--- src/rtl/fib_bcd_conv_if.sv ---
// fib_bcd_conv_if: handshake and data bundle between the Fibonacci generator, the BCD converter and the display stage
interface fib_bcd_conv_if;
  logic        Valid;
  logic [9:0]  Bin;
  logic [15:0] Bcd;
  logic [3:0]  DigitEn;
  logic        Busy;
  logic        Ready;
  modport master (output Valid, Bin, input Bcd, DigitEn, Busy, Ready);
  modport slave  (input Valid, Bin, output Bcd, DigitEn, Busy, Ready);
endinterface

--- src/rtl/fib_bcd_conv.sv ---
// fib_bcd_conv: 10-bit binary to 4-digit packed BCD by double dabble, one bit per clock
// Define FIB_BCD_BLANK_EN to enable leading-zero blanking on DigitEn.
module fib_bcd_conv (
  input logic           Clk,
  input logic           Rst,
  fib_bcd_conv_if.slave bus
);
  typedef enum logic [1:0] {IDLE, SHIFT, DONE} state_t;
  state_t      state_q, state_d;
  logic        valid_q, start;
  logic [9:0]  sr_q, sr_d;
  logic [15:0] scr_q, scr_d, bcd_q, bcd_d, adj;
  logic [3:0]  cnt_q, cnt_d;
  logic        busy_q, busy_d, ready_q, ready_d;
  // every digit is adjusted from its pre-adjust value, all in parallel
  for (genvar g = 0; g < 4; g++) begin : g_adj
    assign adj[4*g +: 4] = scr_q[4*g +: 4] >= 4'd5 ? scr_q[4*g +: 4] + 4'd3 : scr_q[4*g +: 4];
  end
  assign start = bus.Valid & ~valid_q;
  always_comb begin
    state_d = state_q;
    sr_d    = sr_q;
    scr_d   = scr_q;
    bcd_d   = bcd_q;
    cnt_d   = cnt_q;
    busy_d  = busy_q;
    ready_d = 1'b0;
    unique case (state_q)
      IDLE: if (start) begin
        sr_d    = bus.Bin;
        scr_d   = '0;
        cnt_d   = '0;
        busy_d  = 1'b1;
        state_d = SHIFT;
      end
      SHIFT: if (cnt_q == 4'd10) begin
        bcd_d   = scr_q;
        ready_d = 1'b1;
        busy_d  = 1'b0;
        state_d = DONE;
      end else begin
        scr_d = 16'({adj, sr_q[9]});
        sr_d  = {sr_q[8:0], 1'b0};
        cnt_d = cnt_q + 4'd1;
      end
      default: state_d = IDLE;
    endcase
  end
  always_ff @(posedge Clk or negedge Rst)
    if (!Rst) begin
      state_q <= IDLE;
      valid_q <= 1'b0;
      sr_q    <= '0;
      scr_q   <= '0;
      bcd_q   <= '0;
      cnt_q   <= '0;
      busy_q  <= 1'b0;
      ready_q <= 1'b0;
    end else begin
      state_q <= state_d;
      valid_q <= bus.Valid;
      sr_q    <= sr_d;
      scr_q   <= scr_d;
      bcd_q   <= bcd_d;
      cnt_q   <= cnt_d;
      busy_q  <= busy_d;
      ready_q <= ready_d;
    end
`ifdef FIB_BCD_BLANK_EN
  logic [3:0] en_q, en_d;
  // a digit lights if it or any higher digit is non-zero; ones always lit
  assign en_d = ready_d ? {|scr_q[15:12], |scr_q[15:8], |scr_q[15:4], 1'b1} : en_q;
  always_ff @(posedge Clk or negedge Rst)
    if (!Rst) en_q <= 4'b0001;
    else      en_q <= en_d;
  assign bus.DigitEn = en_q;
`else
  assign bus.DigitEn = 4'b1111;
`endif
  assign bus.Bcd   = bcd_q;
  assign bus.Busy  = busy_q;
  assign bus.Ready = ready_q;
endmodule

--- src/flat_wrapper.sv ---
// flat-port wrapper written by rule: the top's interface ports become plain ports
module fib_bcd_conv_flat 
  (Clk, Rst, bus_Valid, bus_Bin, bus_Bcd, bus_DigitEn, bus_Busy, bus_Ready);
  fib_bcd_conv_if bus_i ();
  input logic Clk;
  input logic Rst;
  input wire logic [$bits(bus_i.Valid)-1:0] bus_Valid;
  input wire logic [$bits(bus_i.Bin)-1:0] bus_Bin;
  output wire logic [$bits(bus_i.Bcd)-1:0] bus_Bcd;
  output wire logic [$bits(bus_i.DigitEn)-1:0] bus_DigitEn;
  output wire logic [$bits(bus_i.Busy)-1:0] bus_Busy;
  output wire logic [$bits(bus_i.Ready)-1:0] bus_Ready;
  assign bus_i.Valid = bus_Valid;
  assign bus_i.Bin = bus_Bin;
  assign bus_Bcd = bus_i.Bcd;
  assign bus_DigitEn = bus_i.DigitEn;
  assign bus_Busy = bus_i.Busy;
  assign bus_Ready = bus_i.Ready;
  fib_bcd_conv u_core (.Clk(Clk), .Rst(Rst), .bus(bus_i));
endmodule
--- config.mk ---
export PLATFORM = sky130hd
export DESIGN_NAME = fib_bcd_conv_flat
export DESIGN_NICKNAME = d
export VERILOG_FILES = /design/src/rtl/fib_bcd_conv_if.sv /design/src/rtl/fib_bcd_conv.sv /design/src/flat_wrapper.sv
export SDC_FILE = /design/constraint.sdc
export NUM_CORES = 1
export LEC_CHECK = 0
export ABC_AREA = 1
export ABC_CLOCK_PERIOD_IN_PS = 2070
export CORE_ASPECT_RATIO = 1.25
export CORE_MARGIN = 1
export CORE_UTILIZATION = 40
export CTS_BUF_LIST = sky130_fd_sc_hd__clkbuf_16
export DETAILED_ROUTE_END_ITERATION = 7
export PLACE_DENSITY = 0.71
export SLEW_MARGIN = 30
export SYNTH_ARGS = -nofsm -noshare
export SYNTH_HDL_FRONTEND = slang
export SYNTH_SLANG_ARGS = --single-unit
--- constraint.sdc ---
create_clock -name Clk -period 2.07 [get_ports Clk]
set_clock_uncertainty 0.15 [all_clocks]
set_input_delay 0.3105 -clock Clk [delete_from_list [all_inputs] [get_ports Clk]]
set_output_delay 0.3105 -clock Clk [all_outputs]
set_load 0.01 [all_outputs]
==> results.cfg, run 1 <==
[outcome]
status = finished, final reports clean

[placement]
io_buffers = 30
hpwl_um = 3050
gp_congestion = 0.778
pre_cts_ws_ps = 325

[drt]
vias_per_cell = 4.61
drt_iter0_drc = 70
dr.pass1.iters = 4
wl_per_cell_um = 10.8
drcViolationCount = 0
dr_total_vias = 1933
wl_um = 4520
ant_nets = 0

[critical_path]
crit_path_end_kind = register
r2r_slack_ps = 290
path_class = reg2reg
r2r_end = u_core.scr_q[5]
r2r_start = u_core.cnt_q[0]
crit_fanout = 13
ff2ff_path_depth = 7
cp.required_ps = 2130
cp-start-kind = register
crit_arrival_ps = 1840

[floorplan]
io-pin-count = 35
start_util_pct = 41.1
core_um2 = 6170
die_w_um = 73.2
fp.dieH_um = 91.0
die-area_um2 = 6660
rows = 32

[pwr]
vdd.ir_drop.worst_mv = 0.632
swShare_pct = 39.6
p_int_mw = 2.81
seqPwrFrac_pct = 36.5
p_leak_nw = 1.52
p_per_area_nw_per_um2 = 1530
p_comb_share_pct = 43.9
p_clk_share_pct = 19.5
net-switching-power_mw = 1.85

[clocking]
numCtsBuffers = 5
htree_levels = 2
post-cts-setup-buffer-count = 0
cts_tree = built
cts_hold_buf = 1
clock_path_buffers = 2
root_buffer = clkbuf_16
cts.sink_count = 51
clk_pin_slew_ps = 70
ctsResizeCount = 0
clk_latency_ps = 290

[grt]
antenna_found_initial = 0
grt.total_usage_pct = 15.6
grt_overflow = 0
grt_max_degree = 52
grt_pass1_vias = 1811
grt_pass1_wl_um = 7960

[final_layout]
layout-drive-gt1-share_pct = 7.19
nFillCells = 604
syn2layout_area_growth_pct = 19.8
multiInputGateArea_um2 = 991
n_antenna_cell = 0
seqCellArea_um2 = 1280
nets = 356

[synth]
synth.ff_latch_count = 51
ys_warn_count = 0
syn_area_per_cell_um2 = 8.37
synth_cell_type_count = 26
synth_area_um2 = 2540
synth_cells = 303
yosysSeqAreaShare_pct = 50.3

[worst_hold_path]
hold_path_class = reg2reg
hold_depth = 2
hold_path.startpoint = u_core.bus.Bcd[6]
min_to = u_core.bus.Bcd[6]

[timing]
setup_viol = 0
worstMarginPinSlew_ps = 510
period_needed_ps = 1780
fin_tns_setup_ps = 0
hold_violations = 0
fin_crit_sh_pct = 85.8
slew_headroom_pct = 65.8
rsz0062_at_grt = no
drv_slew = 0
fmax_mhz = 563
worst_slack_ps = 293

[flow_run]
drv_cap = 0
power by group through the flow:
stage | registers (mW) | logic (mW) | clock network [mW]
2_1_floorplan | 1.71 | 1.51 | 0
3_3_place_gp | 1.70 | 1.98 | 0
3_5_place_dp | 1.72 | 2.05 | 0
4_1_cts | 1.70 | 2.08 | 0.936
5_1_grt | 1.75 | 2.40 | 0.980
6_report | 1.70 | 2.05 | 0.910
registers in the layout, summed over array words and instances, names as in the netlist:
signal,flops
u_core.bus.Busy,1
u_core.bus.Bcd,16
u_core.scr_q,16
u_core.cnt_q,4
u_core.sr_q,10
u_core.bus.Ready,1
u_core.state_q,2
u_core.valid_q,1
how the worst max path moves through the flow:
stage	start	endpoint	slack [ps]
after detailed placement	u_core.cnt_q[0]	u_core.scr_q[5]	330
after CTS	u_core.cnt_q[0]	u_core.scr_q[5]	290
after global routing	u_core.cnt_q[0]	u_core.bus.Bcd[9]	140
final	u_core.cnt_q[0]	u_core.scr_q[5]	290
after floorplan	u_core.cnt_q[0]	u_core.scr_q[4]	560
after global placement	bus_Valid	u_core.cnt_q[1]	380
routing by layer:
metal  GRT usage [%]  vias up  part of all wire (%)
met4            5.88        0                   1.1
met3            4.00        5                   2.6
met1            18.9      895                    46
li1                -     1002                     -
met2            26.1       31                    50
met5               0        -                     0
synth_stat cells, drive strengths merged:
cell    count  area share [%]
nor2       12             2.1
conb        1            0.15
nand3      18             3.9
a21oi       2            0.54
nand2      92              14
o22ai       1            0.25
or2         1            0.25
dfrtp      51              50
buf        12             4.3
clkbuf      2            0.39
o21ai      56              12
ha         10             4.9
nand3b      1            0.30
nand4       1            0.25
inv        43             6.4
cell families after synthesis:
| kind of cell | after synthesis | share of synthesized area (%) |
|---|---|---|
| flip-flops | 51 | 50.3 |
| other | 1 | 0.148 |
| adder cells (fa/ha/maj) | 10 | 4.93 |
| buffers and inverters | 57 | 11.1 |
| AND/OR/NAND/NOR | 125 | 21.1 |
| AO/OA/AOI/OAI | 59 | 12.4 |
metrics by stage:
stage / utilization [%] / cells / instance area [um^2] / hold slack [ps] / power, mW
6_report: 49.3 / 419 / 3040 / 332 / 4.66
5_1_grt: 49.3 / 419 / 3040 / 352 / 5.13
4_1_cts: 49.3 / 419 / 3040 / 340 / 4.72
3_5_place_dp: 46.5 / 410 / 2870 / 173 / 3.77
3_3_place_gp: 46.5 / 410 / 2870 / 173 / 3.68
2_1_floorplan: - / 306 / 2550 / -135 / 3.23
placed cells by master (no fill, tap or decap):
master           Yosys  routed
ha_1                10      10
inv_1               42      42
nor2_1              11      11
clkdlybuf4s50_1      0      29
dlygate4sd3_1        0       1
inv_2                1       1
buf_4                5       2
o21ai_1              8       8
nand2_1             89      89
o22ai_1              1       1
or2_2                1       1
a21oi_1              1       1
dfrtp_1             51      51
clkinv_2             0       1
nand4_1              1       1
bufinv_16            0       1
o21ai_2              4       4
nor2_4               1       1
nand2_2              1       1
nand3_2              2       2
nand3b_1             1       1
nand3_1             16      16
a21oi_2              1       1
clkinv_1             0       1
o21ai_0             44      44
buf_12               2       1
clkbuf_16            0       5
conb_1               1       4
nand2_4              2       2
buf_2                4       1
cell type report:
cell class	instances	area share, %
inverters	43	5.31
clock inverters	3	1.28
multi-input cells	198	32.6
well taps	85	3.50
clock buffers	5	4.12
flip-flops and latches	51	42.0
repair buffers	34	11.2
critical path: stages, from the launching register on:
cell     delay, ps
dfrtp_1        430
inv_1           80
ha_1           220
nand3_2        100
nand2_4         80
inv_1          370
nand2_1        120
o21ai_1        150
(Power assumes the default switching activity.)
==> run 2, diff against run 1 <==
--- a/config.mk
+++ b/config.mk
@@ -7,7 +7,7 @@
 export LEC_CHECK = 0
 export ABC_AREA = 1
 export ABC_CLOCK_PERIOD_IN_PS = 2070
-export CORE_ASPECT_RATIO = 1.25
+export CORE_ASPECT_RATIO = 1.75
 export CORE_MARGIN = 1
 export CORE_UTILIZATION = 40
 export CTS_BUF_LIST = sky130_fd_sc_hd__clkbuf_16
==> results.cfg, run 2 (same netlist as run 1, synthesis figures left out) <==
[critical_path]
crit_arrival_ps = 1760
crit_top_cell = inv_1
slowest_stage = dfrtp_1
cpPeakStageDelay_ps = 450
crit_fanout = 35
critical_path_buf_inv_count = 2
path_class = reg2reg
cp_cell_sequence = inv_1 -> ha_1 -> nand3_2 -> inv_1 -> nand2_2 -> o21ai_0
r2r_slack_ps = 310
crit_path_end_kind = register
cp-start-kind = register
cp.required_ps = 2060
critPathTopFamily = simple AND/OR/NAND/NOR gates

[drt]
vias_per_cell = 4.75
ant_nets = 0
dr.pass1.iters = 4
drt_iter0_drc = 45
drcViolationCount = 0
wl_per_cell_um = 11.1
wl_um = 4590
dr_total_vias = 1962

[placement]
gp_congestion = 0.837
pre_cts_ws_ps = 317
hpwl_um = 3190
io_buffers = 30

[final_layout]
final_cell_mix = nand2_1, dfrtp_1, o21ai_0
nFillCells = 612
n_antenna_cell = 0
syn2layout_area_growth_pct = 18.4
layout_commonest_cell = nand2_1
layout-drive-gt1-share_pct = 6.91
nets = 356

[timing]
fin_crit_sh_pct = 85.1
period_needed_ps = 1760
slew_headroom_pct = 62.9
setup_viol = 0
drv_slew = 0
worst_slack_ps = 309
worstMarginPinSlew_ps = 555
fmax_mhz = 568
rsz0062_at_grt = no
hold_violations = 0
fin_tns_setup_ps = 0

[clocking]
post-cts-setup-buffer-count = 0
cts.sink_count = 51
clk_latency_ps = 290
cts_tree = built
root_buffer = clkbuf_16
clk_pin_slew_ps = 70
clock_path_buffers = 2
numCtsBuffers = 5
htree_levels = 2

[pwr]
p_comb_share_pct = 45.0
seqPwrFrac_pct = 37.9
p_clk_share_pct = 17.2
swShare_pct = 40.6
p_int_mw = 2.68
vdd.ir_drop.worst_mv = 0.620
p_per_area_nw_per_um2 = 1500
net-switching-power_mw = 1.84
p_leak_nw = 1.50

[grt]
grt_overflow = 0
grt_max_degree = 52
grt_pass1_vias = 1909
grt.total_usage_pct = 15.7
antenna_found_initial = 0
grt_pass1_wl_um = 8340

[floorplan]
io-pin-count = 35
start_util_pct = 41.0
fp.dieH_um = 107
die-area_um2 = 6680
core_um2 = 6180
die_w_um = 62.2
rows = 38

[outcome]
status = finished, final reports clean

[flow_run]
drv_cap = 0

[worst_hold_path]
hold_path_class = reg2reg
==> run 2: final cells by class <==
cell class                 instances  area, um^2  area share (%)
clock buffer                       5         125            4.17
inverter                          43         161            5.38
timing repair buffer              34         340            11.3
tap                               80         100            3.33
clock inverter                     2        8.76           0.292
multi-input combinational        198         991            33.0
sequential                        51        1280            42.5
==> run 2: path summary, 6_finish.rpt <==
check	startpoint	endpoint	depth (start not counted)
min in group asynchronous	Rst	u_core.bus.Bcd[3]	3
max in group asynchronous	Rst	u_core.scr_q[15]	3
min	u_core.bus.Bcd[6]	u_core.bus.Bcd[6]	2
max	u_core.cnt_q[0]	u_core.bus.Bcd[12]	6
min reg2reg	u_core.bus.Bcd[6]	u_core.bus.Bcd[6]	2
max reg2reg	u_core.cnt_q[0]	u_core.bus.Bcd[12]	6
==> run 2: tightest hold or removal path, stage by stage (launching register included) <==
cell	delay, ps
dfrtp_1	340
nand2_1	50
o21ai_0	60
==> run 2: power groups by stage <==
stage	combinational (mW)	clock, mW	sequential, mW
6_report	2.03	0.775	1.71
5_1_grt	2.37	0.841	1.76
4_1_cts	2.07	0.794	1.71
3_5_place_dp	2.06	0	1.72
3_3_place_gp	2.00	0	1.71
2_1_floorplan	1.51	0	1.71
==> run 2: through the flow <==
stage                     instances  power, mW  cell area [um^2]  util (%)  hold slack, ps
after floorplan                 306       3.23              2550         -            -135
after global placement          405       3.70              2860      46.3             177
after detailed placement        405       3.78              2860      46.3             173
after CTS                       413       4.57              3000      48.6             339
after global routing            413       4.98              3000      48.6             356
final                           413       4.52              3000      48.6             333
==> run 2: repair_timing <==
item | in CTS | in global routing
hold endpoints to repair | 51 | 0
gates resized for setup | 0 | 0
hold buffers | 1 | 0
==> run 2: per-layer routing <==
layer  up-vias  global-route usage, %  wire (um)
li1        997                      -          -
met4         0                   7.48         97
met3         9                   2.22        112
met2        33                   29.6       2480
met5         -                      0          0
met1       923                   17.0       1900
==> run 3, diff against run 2 <==
--- a/config.mk
+++ b/config.mk
@@ -7,12 +7,13 @@
 export LEC_CHECK = 0
 export ABC_AREA = 1
 export ABC_CLOCK_PERIOD_IN_PS = 2070
-export CORE_ASPECT_RATIO = 1.75
+export CORE_ASPECT_RATIO = 1.4
 export CORE_MARGIN = 1
-export CORE_UTILIZATION = 40
+export CORE_UTILIZATION = 25
 export CTS_BUF_LIST = sky130_fd_sc_hd__clkbuf_16
+export CTS_CLUSTER_DIAMETER = 30
 export DETAILED_ROUTE_END_ITERATION = 7
-export PLACE_DENSITY = 0.71
+export PLACE_DENSITY = 0.53
 export SLEW_MARGIN = 30
 export SYNTH_ARGS = -nofsm -noshare
 export SYNTH_HDL_FRONTEND = slang
==> results.cfg, run 3 (same netlist as run 1, synthesis figures left out) <==
[critical_path]
ff2ff_path_depth = 7
worstSetupStartpoint = u_core.cnt_q[0]
cp.required_ps = 2120
path_class = reg2reg
cp-start-kind = register
r2r_slack_ps = 320
crit_path_end_kind = register
critPathCapture = u_core.scr_q[10]
crit_fanout = 13
r2r_start = u_core.cnt_q[0]
crit_arrival_ps = 1800
r2r_end = u_core.scr_q[10]

[pwr]
seqPwrFrac_pct = 37.4
net-switching-power_mw = 1.84
p_comb_share_pct = 45.1
p_clk_share_pct = 17.5
p_leak_nw = 1.50
totalPowerFinal_mw = 4.54
p_per_area_nw_per_um2 = 1480
vdd.ir_drop.worst_mv = 0.391
swShare_pct = 40.6
p_int_mw = 2.69

[flow_run]
drv_cap = 0

[clocking]
numCtsBuffers = 5
clock_path_buffers = 2
cts_hold_buf = 0
cts_tree = built
root_buffer = clkbuf_16
post-cts-setup-buffer-count = 0
clk_latency_ps = 290
htree_levels = 2
cts.sink_count = 51
ctsResizeCount = 0
clk_pin_slew_ps = 60

[timing]
fmax_mhz = 571
fin_crit_sh_pct = 84.6
slew_headroom_pct = 55.5
drv_slew = 0
period_needed_ps = 1750
worst_slack_ps = 319
worstMarginPinSlew_ps = 668
whs_ps = -12.7
fin_tns_setup_ps = 0
rsz0062_at_grt = no
setup_viol = 0
hold_violations = 13

[grt]
antenna_found_initial = 0
grt_overflow = 0
grt_pass1_vias = 1813
grt_pass1_wl_um = 8310
grt.total_usage_pct = 10.1
grt_max_degree = 52

[outcome]
status = finished with violations
violations = negative hold slack

[placement]
hpwl_um = 3240
placed_area_um2 = 2920
io_buffers = 30
pre_cts_ws_ps = 268
gp_congestion = 0.739

[final_layout]
final_cell_mix = nand2_1, dfrtp_1, o21ai_0
nets = 354
layout_commonest_cell = nand2_1
design_area_um2 = 3060
n_antenna_cell = 0
layout-drive-gt1-share_pct = 6.93
syn2layout_area_growth_pct = 20.7

[drt]
wl_per_cell_um = 10.2
vias_per_cell = 4.14
dr_total_vias = 1933
drcViolationCount = 0
wl_um = 4780
ant_nets = 0
drt_iter0_drc = 66
dr.pass1.iters = 5

[floorplan]
start_util_pct = 25.6
die-area_um2 = 10600
die_w_um = 87.1
io-pin-count = 35
rows = 43
fp.dieH_um = 121
core_um2 = 9900

[worst_hold_path]
hold_path_class = in2async
## run 3: cell count changes in the layout (fill, tap and decap cells not counted), sizes merged
cell         previous run  this run
clkinvlp                0         1
clkinv                  2         1
inv                    43        44
dlygate4sd3             1         0
buf                     4         3
## run 3: per-layer routing
layer | routed length, um | share of wire [%] | GRT usage, % | vias to the layer above
met5 | 0 | 0 | 0 | -
met4 | 65 | 1.4 | 3.38 | 0
met3 | 147 | 3.1 | 2.24 | 6
met2 | 2430 | 51 | 17.7 | 32
met1 | 2130 | 45 | 12.0 | 895
li1 | - | - | - | 1000
## run 3: power by group through the flow
stage | registers [mW] | logic, mW | clock network [mW]
2_1_floorplan | 1.71 | 1.51 | 0
3_3_place_gp | 1.70 | 2.04 | 0
3_5_place_dp | 1.71 | 2.08 | 0
4_1_cts | 1.70 | 2.09 | 0.823
5_1_grt | 1.75 | 2.37 | 0.874
6_report | 1.70 | 2.05 | 0.793
## run 3: cell type report
| type | count | area, um^2 |
|---|---|---|
| Clock inverter | 3 | 16.3 |
| Fill cell | 1059 | 6840 |
| Inverter | 43 | 161 |
| Timing Repair Buffer | 32 | 323 |
| Clock buffer | 5 | 125 |
| Sequential cell | 51 | 1280 |
| Multi-Input combinational cell | 198 | 991 |
| Tap cell | 135 | 169 |
## run 3: worst min path at each step
stage | end | slack [ps] | depth (start not counted)
3_5_place_dp | u_core.bus.Bcd[5] | 320 | 2
3_3_place_gp | u_core.bus.Bcd[7] | 320 | 2
4_1_cts | u_core.bus.Ready | 20 | 2
2_1_floorplan | u_core.bus.Bcd[0] | -140 | 0
5_1_grt | u_core.bus.Ready | 50 | 2
6_report | u_core.bus.Ready | -10 | 2
## run 3: through the flow
step	utilization (%)	instances
after floorplan	-	306
after global placement	29.5	459
after detailed placement	29.5	459
after CTS	30.9	467
after global routing	30.9	467
final	30.9	467
## run 3: worst max-delay path, cell delays in order (launching register included)
cell and delay [ps]:
dfrtp_1 450, inv_1 70, ha_1 200, nand3_2 100, nand2_4 70, inv_1 350
nand2_1 90, o21ai_0 180
